File: src/rtl/npc_bus_pkg.sv
// npc_bus_pkg: shared bus types and constants for the NPC memory arbiter
package npc_bus_pkg;
    localparam int XLEN = 32;
    localparam int WMASK_W = 4;
    localparam logic [XLEN-1:0] RESET_ADDR = 32'h8000_0000;
    typedef enum logic [1:0] {IDLE, REQ, WAIT} state_e;
    typedef enum logic {OWN_IFU, OWN_LSU} owner_e;
    typedef struct packed {
        logic [XLEN-1:0]    addr;
        logic               wen;
        logic [XLEN-1:0]    wdata;
        logic [WMASK_W-1:0] wmask;
    } req_t;
endpackage

File: src/rtl/mem_arbiter_if.sv
// mem_arbiter_if: IFU/LSU request-response ports plus the shared memory port
interface mem_arbiter_if;
    import npc_bus_pkg::*;
    logic               ifu_req_valid, ifu_req_ready;
    logic [XLEN-1:0]    ifu_req_addr;
    logic               ifu_rsp_valid, ifu_rsp_err;
    logic [XLEN-1:0]    ifu_rsp_rdata;
    logic               lsu_req_valid, lsu_req_ready, lsu_req_wen;
    logic [XLEN-1:0]    lsu_req_addr, lsu_req_wdata;
    logic [WMASK_W-1:0] lsu_req_wmask;
    logic               lsu_rsp_valid, lsu_rsp_err;
    logic [XLEN-1:0]    lsu_rsp_rdata;
    logic               mem_req_valid, mem_req_ready, mem_wen, mem_rsp_valid;
    logic [XLEN-1:0]    mem_addr, mem_wdata, mem_rsp_rdata;
    logic [WMASK_W-1:0] mem_wmask;
    modport slave (
        input  ifu_req_valid, ifu_req_addr, lsu_req_valid, lsu_req_addr, lsu_req_wen,
               lsu_req_wdata, lsu_req_wmask, mem_req_ready, mem_rsp_valid, mem_rsp_rdata,
        output ifu_req_ready, ifu_rsp_valid, ifu_rsp_rdata, ifu_rsp_err,
               lsu_req_ready, lsu_rsp_valid, lsu_rsp_rdata, lsu_rsp_err,
               mem_req_valid, mem_addr, mem_wen, mem_wdata, mem_wmask
    );
    modport master (
        output ifu_req_valid, ifu_req_addr, lsu_req_valid, lsu_req_addr, lsu_req_wen,
               lsu_req_wdata, lsu_req_wmask, mem_req_ready, mem_rsp_valid, mem_rsp_rdata,
        input  ifu_req_ready, ifu_rsp_valid, ifu_rsp_rdata, ifu_rsp_err,
               lsu_req_ready, lsu_rsp_valid, lsu_rsp_rdata, lsu_rsp_err,
               mem_req_valid, mem_addr, mem_wen, mem_wdata, mem_wmask
    );
endinterface

File: src/rtl/arb_rr2.sv
// arb_rr2: 2-way IFU/LSU picker, fixed LSU priority or round-robin on ties
module arb_rr2
    import npc_bus_pkg::*;
#(
    parameter bit LSU_PRIO = 1'b1
) (
    input  logic   clk,
    input  logic   rst,
    input  logic   ifu_v_i,
    input  logic   lsu_v_i,
    input  logic   en_i,
    output owner_e owner_o,
    output logic   gnt_o
);
    owner_e last_q, last_d;
    always_comb begin
        owner_o = (lsu_v_i && (!ifu_v_i || LSU_PRIO || last_q == OWN_IFU)) ? OWN_LSU : OWN_IFU;
        gnt_o   = en_i && (ifu_v_i || lsu_v_i);
        last_d  = gnt_o ? owner_o : last_q;
    end
    // pointer starts at LSU so the first tie goes to IFU
    always_ff @(posedge clk) begin
        last_q <= rst ? OWN_LSU : last_d;
    end
endmodule

File: src/rtl/mem_arbiter.sv
// mem_arbiter: shares one memory port between IFU and LSU, one transaction at a time
module mem_arbiter
    import npc_bus_pkg::*;
#(
    parameter bit          LSU_PRIO = 1'b1,
    parameter int unsigned TIMEOUT  = 255
) (
    input  logic clk,
    input  logic rst,
    mem_arbiter_if.slave bus
);
    localparam logic [15:0] TO = 16'(TIMEOUT);
    state_e         state_q, state_d;
    owner_e         owner_q, owner_d, pick;
    req_t           req_q, req_d;
    logic [15:0]    cnt_q, cnt_d;
    logic           accept, timeout, rsp, err;
    logic [XLEN-1:0] rdata;
    arb_rr2 #(.LSU_PRIO(LSU_PRIO)) u_arb (
        .clk    (clk),
        .rst    (rst),
        .ifu_v_i(bus.ifu_req_valid),
        .lsu_v_i(bus.lsu_req_valid),
        .en_i   (state_q == IDLE),
        .owner_o(pick),
        .gnt_o  (accept)
    );
    always_ff @(posedge clk) begin
        if (rst) begin
            state_q <= IDLE;
            owner_q <= OWN_IFU;
            req_q   <= '0;
            cnt_q   <= '0;
        end else begin
            state_q <= state_d;
            owner_q <= owner_d;
            req_q   <= req_d;
            cnt_q   <= cnt_d;
        end
    end
    always_comb begin
        timeout     = cnt_q == TO;
        state_d     = (state_q == IDLE) ? (accept ? REQ : IDLE) :
                      (state_q == REQ)  ? (bus.mem_req_ready ? WAIT : REQ) :
                      (bus.mem_rsp_valid || timeout) ? IDLE : WAIT;
        cnt_d       = (state_q != WAIT) ? '0 : (&cnt_q) ? cnt_q : cnt_q + 16'd1;
        owner_d     = accept ? pick : owner_q;
        req_d       = req_q;
        req_d.addr  = !accept ? req_q.addr  : (pick == OWN_LSU) ? bus.lsu_req_addr  : bus.ifu_req_addr;
        req_d.wen   = !accept ? req_q.wen   : (pick == OWN_LSU) && bus.lsu_req_wen;
        req_d.wdata = !accept ? req_q.wdata : (pick == OWN_LSU) ? bus.lsu_req_wdata : '0;
        req_d.wmask = !accept ? req_q.wmask : (pick == OWN_LSU) ? bus.lsu_req_wmask : 4'hF;
    end
    // a real response in the timeout cycle wins over the error
    always_comb begin
        rsp               = state_q == WAIT && (bus.mem_rsp_valid || timeout);
        err               = rsp && !bus.mem_rsp_valid;
        rdata             = (rsp && bus.mem_rsp_valid) ? bus.mem_rsp_rdata : '0;
        bus.ifu_req_ready = accept && pick == OWN_IFU;
        bus.lsu_req_ready = accept && pick == OWN_LSU;
        bus.ifu_rsp_valid = rsp && owner_q == OWN_IFU;
        bus.lsu_rsp_valid = rsp && owner_q == OWN_LSU;
        bus.ifu_rsp_err   = err && owner_q == OWN_IFU;
        bus.lsu_rsp_err   = err && owner_q == OWN_LSU;
        bus.ifu_rsp_rdata = (owner_q == OWN_IFU) ? rdata : '0;
        bus.lsu_rsp_rdata = (owner_q == OWN_LSU) ? rdata : '0;
        bus.mem_req_valid = state_q == REQ;
        bus.mem_addr      = req_q.addr;
        bus.mem_wen       = req_q.wen;
        bus.mem_wdata     = req_q.wdata;
        bus.mem_wmask     = req_q.wmask;
    end
endmodule

File: src/flat_wrapper.sv
// flat-port wrapper written by rule: the top's interface ports become plain ports
module mem_arbiter_flat import npc_bus_pkg::*;
#(
    parameter bit          LSU_PRIO = 1'b1,
    parameter int unsigned TIMEOUT  = 255
)
  (clk, rst, bus_ifu_req_valid, bus_ifu_req_addr, bus_lsu_req_valid, bus_lsu_req_addr, bus_lsu_req_wen, bus_lsu_req_wdata, bus_lsu_req_wmask, bus_mem_req_ready, bus_mem_rsp_valid, bus_mem_rsp_rdata, bus_ifu_req_ready, bus_ifu_rsp_valid, bus_ifu_rsp_rdata, bus_ifu_rsp_err, bus_lsu_req_ready, bus_lsu_rsp_valid, bus_lsu_rsp_rdata, bus_lsu_rsp_err, bus_mem_req_valid, bus_mem_addr, bus_mem_wen, bus_mem_wdata, bus_mem_wmask);
  mem_arbiter_if bus_i ();
  input  logic clk;
  input  logic rst;
  input wire logic [$bits(bus_i.ifu_req_valid)-1:0] bus_ifu_req_valid;
  input wire logic [$bits(bus_i.ifu_req_addr)-1:0] bus_ifu_req_addr;
  input wire logic [$bits(bus_i.lsu_req_valid)-1:0] bus_lsu_req_valid;
  input wire logic [$bits(bus_i.lsu_req_addr)-1:0] bus_lsu_req_addr;
  input wire logic [$bits(bus_i.lsu_req_wen)-1:0] bus_lsu_req_wen;
  input wire logic [$bits(bus_i.lsu_req_wdata)-1:0] bus_lsu_req_wdata;
  input wire logic [$bits(bus_i.lsu_req_wmask)-1:0] bus_lsu_req_wmask;
  input wire logic [$bits(bus_i.mem_req_ready)-1:0] bus_mem_req_ready;
  input wire logic [$bits(bus_i.mem_rsp_valid)-1:0] bus_mem_rsp_valid;
  input wire logic [$bits(bus_i.mem_rsp_rdata)-1:0] bus_mem_rsp_rdata;
  output wire logic [$bits(bus_i.ifu_req_ready)-1:0] bus_ifu_req_ready;
  output wire logic [$bits(bus_i.ifu_rsp_valid)-1:0] bus_ifu_rsp_valid;
  output wire logic [$bits(bus_i.ifu_rsp_rdata)-1:0] bus_ifu_rsp_rdata;
  output wire logic [$bits(bus_i.ifu_rsp_err)-1:0] bus_ifu_rsp_err;
  output wire logic [$bits(bus_i.lsu_req_ready)-1:0] bus_lsu_req_ready;
  output wire logic [$bits(bus_i.lsu_rsp_valid)-1:0] bus_lsu_rsp_valid;
  output wire logic [$bits(bus_i.lsu_rsp_rdata)-1:0] bus_lsu_rsp_rdata;
  output wire logic [$bits(bus_i.lsu_rsp_err)-1:0] bus_lsu_rsp_err;
  output wire logic [$bits(bus_i.mem_req_valid)-1:0] bus_mem_req_valid;
  output wire logic [$bits(bus_i.mem_addr)-1:0] bus_mem_addr;
  output wire logic [$bits(bus_i.mem_wen)-1:0] bus_mem_wen;
  output wire logic [$bits(bus_i.mem_wdata)-1:0] bus_mem_wdata;
  output wire logic [$bits(bus_i.mem_wmask)-1:0] bus_mem_wmask;
  assign bus_i.ifu_req_valid = bus_ifu_req_valid;
  assign bus_i.ifu_req_addr = bus_ifu_req_addr;
  assign bus_i.lsu_req_valid = bus_lsu_req_valid;
  assign bus_i.lsu_req_addr = bus_lsu_req_addr;
  assign bus_i.lsu_req_wen = bus_lsu_req_wen;
  assign bus_i.lsu_req_wdata = bus_lsu_req_wdata;
  assign bus_i.lsu_req_wmask = bus_lsu_req_wmask;
  assign bus_i.mem_req_ready = bus_mem_req_ready;
  assign bus_i.mem_rsp_valid = bus_mem_rsp_valid;
  assign bus_i.mem_rsp_rdata = bus_mem_rsp_rdata;
  assign bus_ifu_req_ready = bus_i.ifu_req_ready;
  assign bus_ifu_rsp_valid = bus_i.ifu_rsp_valid;
  assign bus_ifu_rsp_rdata = bus_i.ifu_rsp_rdata;
  assign bus_ifu_rsp_err = bus_i.ifu_rsp_err;
  assign bus_lsu_req_ready = bus_i.lsu_req_ready;
  assign bus_lsu_rsp_valid = bus_i.lsu_rsp_valid;
  assign bus_lsu_rsp_rdata = bus_i.lsu_rsp_rdata;
  assign bus_lsu_rsp_err = bus_i.lsu_rsp_err;
  assign bus_mem_req_valid = bus_i.mem_req_valid;
  assign bus_mem_addr = bus_i.mem_addr;
  assign bus_mem_wen = bus_i.mem_wen;
  assign bus_mem_wdata = bus_i.mem_wdata;
  assign bus_mem_wmask = bus_i.mem_wmask;
  mem_arbiter #(.LSU_PRIO(LSU_PRIO), .TIMEOUT(TIMEOUT)) u_core (.clk(clk), .rst(rst), .bus(bus_i));
endmodule
File: config.mk
export PLATFORM = sky130hd
export DESIGN_NAME = mem_arbiter_flat
export DESIGN_NICKNAME = d
export VERILOG_FILES = /design/src/rtl/npc_bus_pkg.sv /design/src/rtl/mem_arbiter_if.sv /design/src/rtl/arb_rr2.sv /design/src/rtl/mem_arbiter.sv /design/src/flat_wrapper.sv
export SDC_FILE = /design/constraint.sdc
export NUM_CORES = 1
export LEC_CHECK = 0
export ABC_AREA = 1
export BUFFER_PORTS_ARGS = -buffer_cell sky130_fd_sc_hd__buf_2
export CELL_PAD_IN_SITES_DETAIL_PLACEMENT = 0
export CELL_PAD_IN_SITES_GLOBAL_PLACEMENT = 2
export CORE_AREA = 2 2 123 185
export DETAILED_ROUTE_END_ITERATION = 8
export DIE_AREA = 0 0 125 187
export HOLD_SLACK_MARGIN = 0.12
export PLACE_DENSITY_LB_ADDON = 0.1
export REMOVE_ABC_BUFFERS = 1
export SYNTH_ARGS = -nofsm -noshare
export SYNTH_HDL_FRONTEND = slang
export SYNTH_HIERARCHICAL = 1
export SYNTH_SLANG_ARGS = --single-unit
File: constraint.sdc
create_clock -name clk -period 1.95 [get_ports clk]
set_input_delay 0.0975 -clock clk [delete_from_list [all_inputs] [get_ports clk]]
set_output_delay 0.0975 -clock clk [all_outputs]
set_load 0.01 [all_outputs]
==> impl_metrics.json <==
{
  "wl_um": 18400,
  "drc": 0,
  "rows": 67,
  "finalCritPeriodShare": 0.946,
  "ios": 279,
  "fin_cells": 1340,
  "outcome": "finished clean",
  "worstSetupEndpointType": "primary output",
  "critPathKind": "flip-flop to primary output",
  "rr_endpoint": "u_core/bus.mem_addr[10]",
  "worst_setup_hold_path_clk_slew_ns": 0.07,
  "vias": 5524,
  "final_layout_size_suffix_gt1_frac": 0.321,
  "overflow": 0,
  "min_to": "u_core/cnt_q[9]",
  "numCtsBuffers": 9,
  "multi_input_area_sq_mm": 0.00202,
  "first_pass_iters": 4,
  "diodes": 0,
  "start_util": 0.196,
  "placed_cells": 1214,
  "setup_violations": 0,
  "fillers": 2490,
  "gp_congestion": 0.761,
  "grt_pass1_vias": 5525,
  "yosysSeqAreaShare": 0.409,
  "die_area_sq_mm": 0.0234,
  "cp_data_arrival_time_ns": 1.75,
  "required_ns": 1.85,
  "ant_nets": 0,
  "skew_ns": 0.00883,
  "slew_viol_final": 0,
  "clockBufferDepth": 2,
  "grt_max_degree": 67,
  "die_y_um": 187,
  "drt-wirelength-per-cell_um": 13.8,
  "nets": 1199,
  "mostFrequentLayoutCells": "buf_2 (278), nand2_1 (239), dlygate4sd3_1 (103)",
  "holdCritStartpoint": "rst",
  "syn_area_per_cell_sq_um": 6.32,
  "ys_ff_latch": 88,
  "clk_latency_ns": 0.34,
  "h-tree-depth": 3,
  "synthToLayoutAreaGrowth_pct": 75.7,
  "cp_max_fo": 5,
  "clkSinkCount": 88,
  "hpwl_um": 13100,
  "crit_path_start_kind": "flip-flop",
  "grtUsageTotal": 0.156,
  "syn_inst": 681,
  "holdCritPathClass": "input pin to flip-flop",
  "fin_util": 0.344,
  "fmax_mhz": 542,
  "powerDensity_mw_per_mm2": 776,
  "grt_setup_unrepaired": "false",
  "synth_area_sq_mm": 0.00431,
  "reg2reg_slack_ns": 0.21,
  "initialDrtViolationCount": 181,
  "grt_pass1_wl_um": 29300,
  "die_x_um": 125,
  "peakVddDrop_uv": 513,
  "synth_warnings": 6,
  "drv_cap": 0,
  "antenna_found_initial": 1,
  "whs_path_depth": 4,
  "via_per_inst": 4.12,
  "synth_cell_types": 22,
  "coreArea_sq_mm": 0.0220,
  "hold_violations": 0,
  "period_minus_slack_ns": 1.84,
  "hold_slack_ns": 0.163,
  "portBuffers": 278,
  "worstMarginPinSlew_ns": 0.413,
  "relSlewSlack": 0.725,
  "leakage_uw": 0.00403,
  "cts-root-buf": "clkbuf_16",
  "cts_tree": "yes",
  "ff_latch_area_sq_mm": 0.00177,
  "r2r_start": "u_core/state_q[1]",
  "final_common_cell": "buf_2",
  "rr_worst_depth": 12
}
==> flip-flops by register name (all words and copies together) (netlist names) <==
register,flops
u_core/bus.mem_addr,32
u_core/bus.mem_wdata,32
u_core/cnt_q,16
u_core/bus.mem_wmask,4
u_core/state_q,2
u_core/bus.mem_wen,1
u_core/owner_q,1
==> how the worst max path moves through the flow <==
stage,startpoint,to,depth (start not counted)
after floorplan,u_core/state_q[1],u_core/bus.mem_addr[0],10
after global placement,u_core/cnt_q[1],bus_ifu_rsp_valid,10
after detailed placement,u_core/state_q[1],u_core/bus.mem_addr[27],11
after CTS,u_core/cnt_q[1],bus_lsu_rsp_err,8
after global routing,u_core/cnt_q[1],bus_ifu_rsp_valid,10
final,u_core/cnt_q[1],bus_lsu_rsp_err,8
==> cell type report <==
cell class | count | share of cell area
Timing Repair Buffer | 406 | 0.367
Multi-Input combinational cell | 453 | 0.267
Sequential cell | 88 | 0.234
Inverter | 101 | 0.0505
Tap cell | 276 | 0.0457
Clock buffer | 9 | 0.0298
Clock inverter | 7 | 0.00728
==> cell usage after synthesis, drive strengths merged <==
library cell	n	area, sq um
a211oi	1	7.51
o221a	4	45.0
dfxtp	88	1760
o21ai	6	30.0
or2	3	18.8
nor4	1	6.26
a21oi	39	195
ha	1	12.5
nor2	32	123
nor3	64	320
inv	101	379
buf	14	91.3
nand2	244	916
clkbuf	25	93.8
a31oi	6	37.5
nand4	6	37.5
nand3	46	230
==> kinds of logic (layout without fill, tap and decap cells) <==
kind of cell,count (synthesis),in the layout,share of synthesized area
DFF,88,88,0.409
buffers and inverters,140,523,0.131
and+or+nand+nor,396,396,0.384
AOI/OAI and AO/OA,56,56,0.0732
adders and majority gates,1,1,0.00291
==> routing by layer <==
| layer | routed length (um) | vias up | global-route usage |
|---|---|---|---|
| li1 | - | 2873 | - |
| met1 | 7230 | 2469 | 0.173 |
| met2 | 9880 | 152 | 0.289 |
| met3 | 884 | 28 | 0.0332 |
| met4 | 437 | 2 | 0.0543 |
| met5 | 11 | - | 0 |
==> worst max-delay path, cell delays in order, from the launching register on <==
cell     delay [ns]
dfxtp_4        0.37
ha_4           0.14
nand2_1        0.09
nor2_4         0.14
nand2_2        0.10
inv_2          0.09
nand2_2        0.06
nor4_1         0.23
buf_2          0.20
==> power breakdown <==
group          switching (uW)  leakage (uW)  total [uW]  internal [uW]
sequential                106      0.000722        2120           2010
combinational            1190       0.00318        2090            894
clock                     789      0.000133        1670            879
==> repair_timing <==
item / CTS / global route
setup endpoints to repair: 6 / 53
endpoints found under the hold margin: 71 / 0
buffers inserted: 1 / 4
hold buffers: 103 / 0
resized for setup: 6 / 8
cloned: 2 / 0
pin swaps: 0 / 2
==> metrics by stage <==
step | cell area, sq um | total power [uW] | setup slack (ns) | setup TNS [ns]
after floorplan | 4120 | 3050 | -0.181 | -5.89
after global placement | 6090 | 4020 | 0.233 | 0
after detailed placement | 6090 | 3990 | 0.238 | 0
after CTS | 7500 | 5980 | 0.00574 | 0
after global routing | 7560 | 6280 | 0.00706 | 0
final | 7560 | 5870 | 0.106 | 0
No activity file was read; power rests on OpenSTA's default activity.
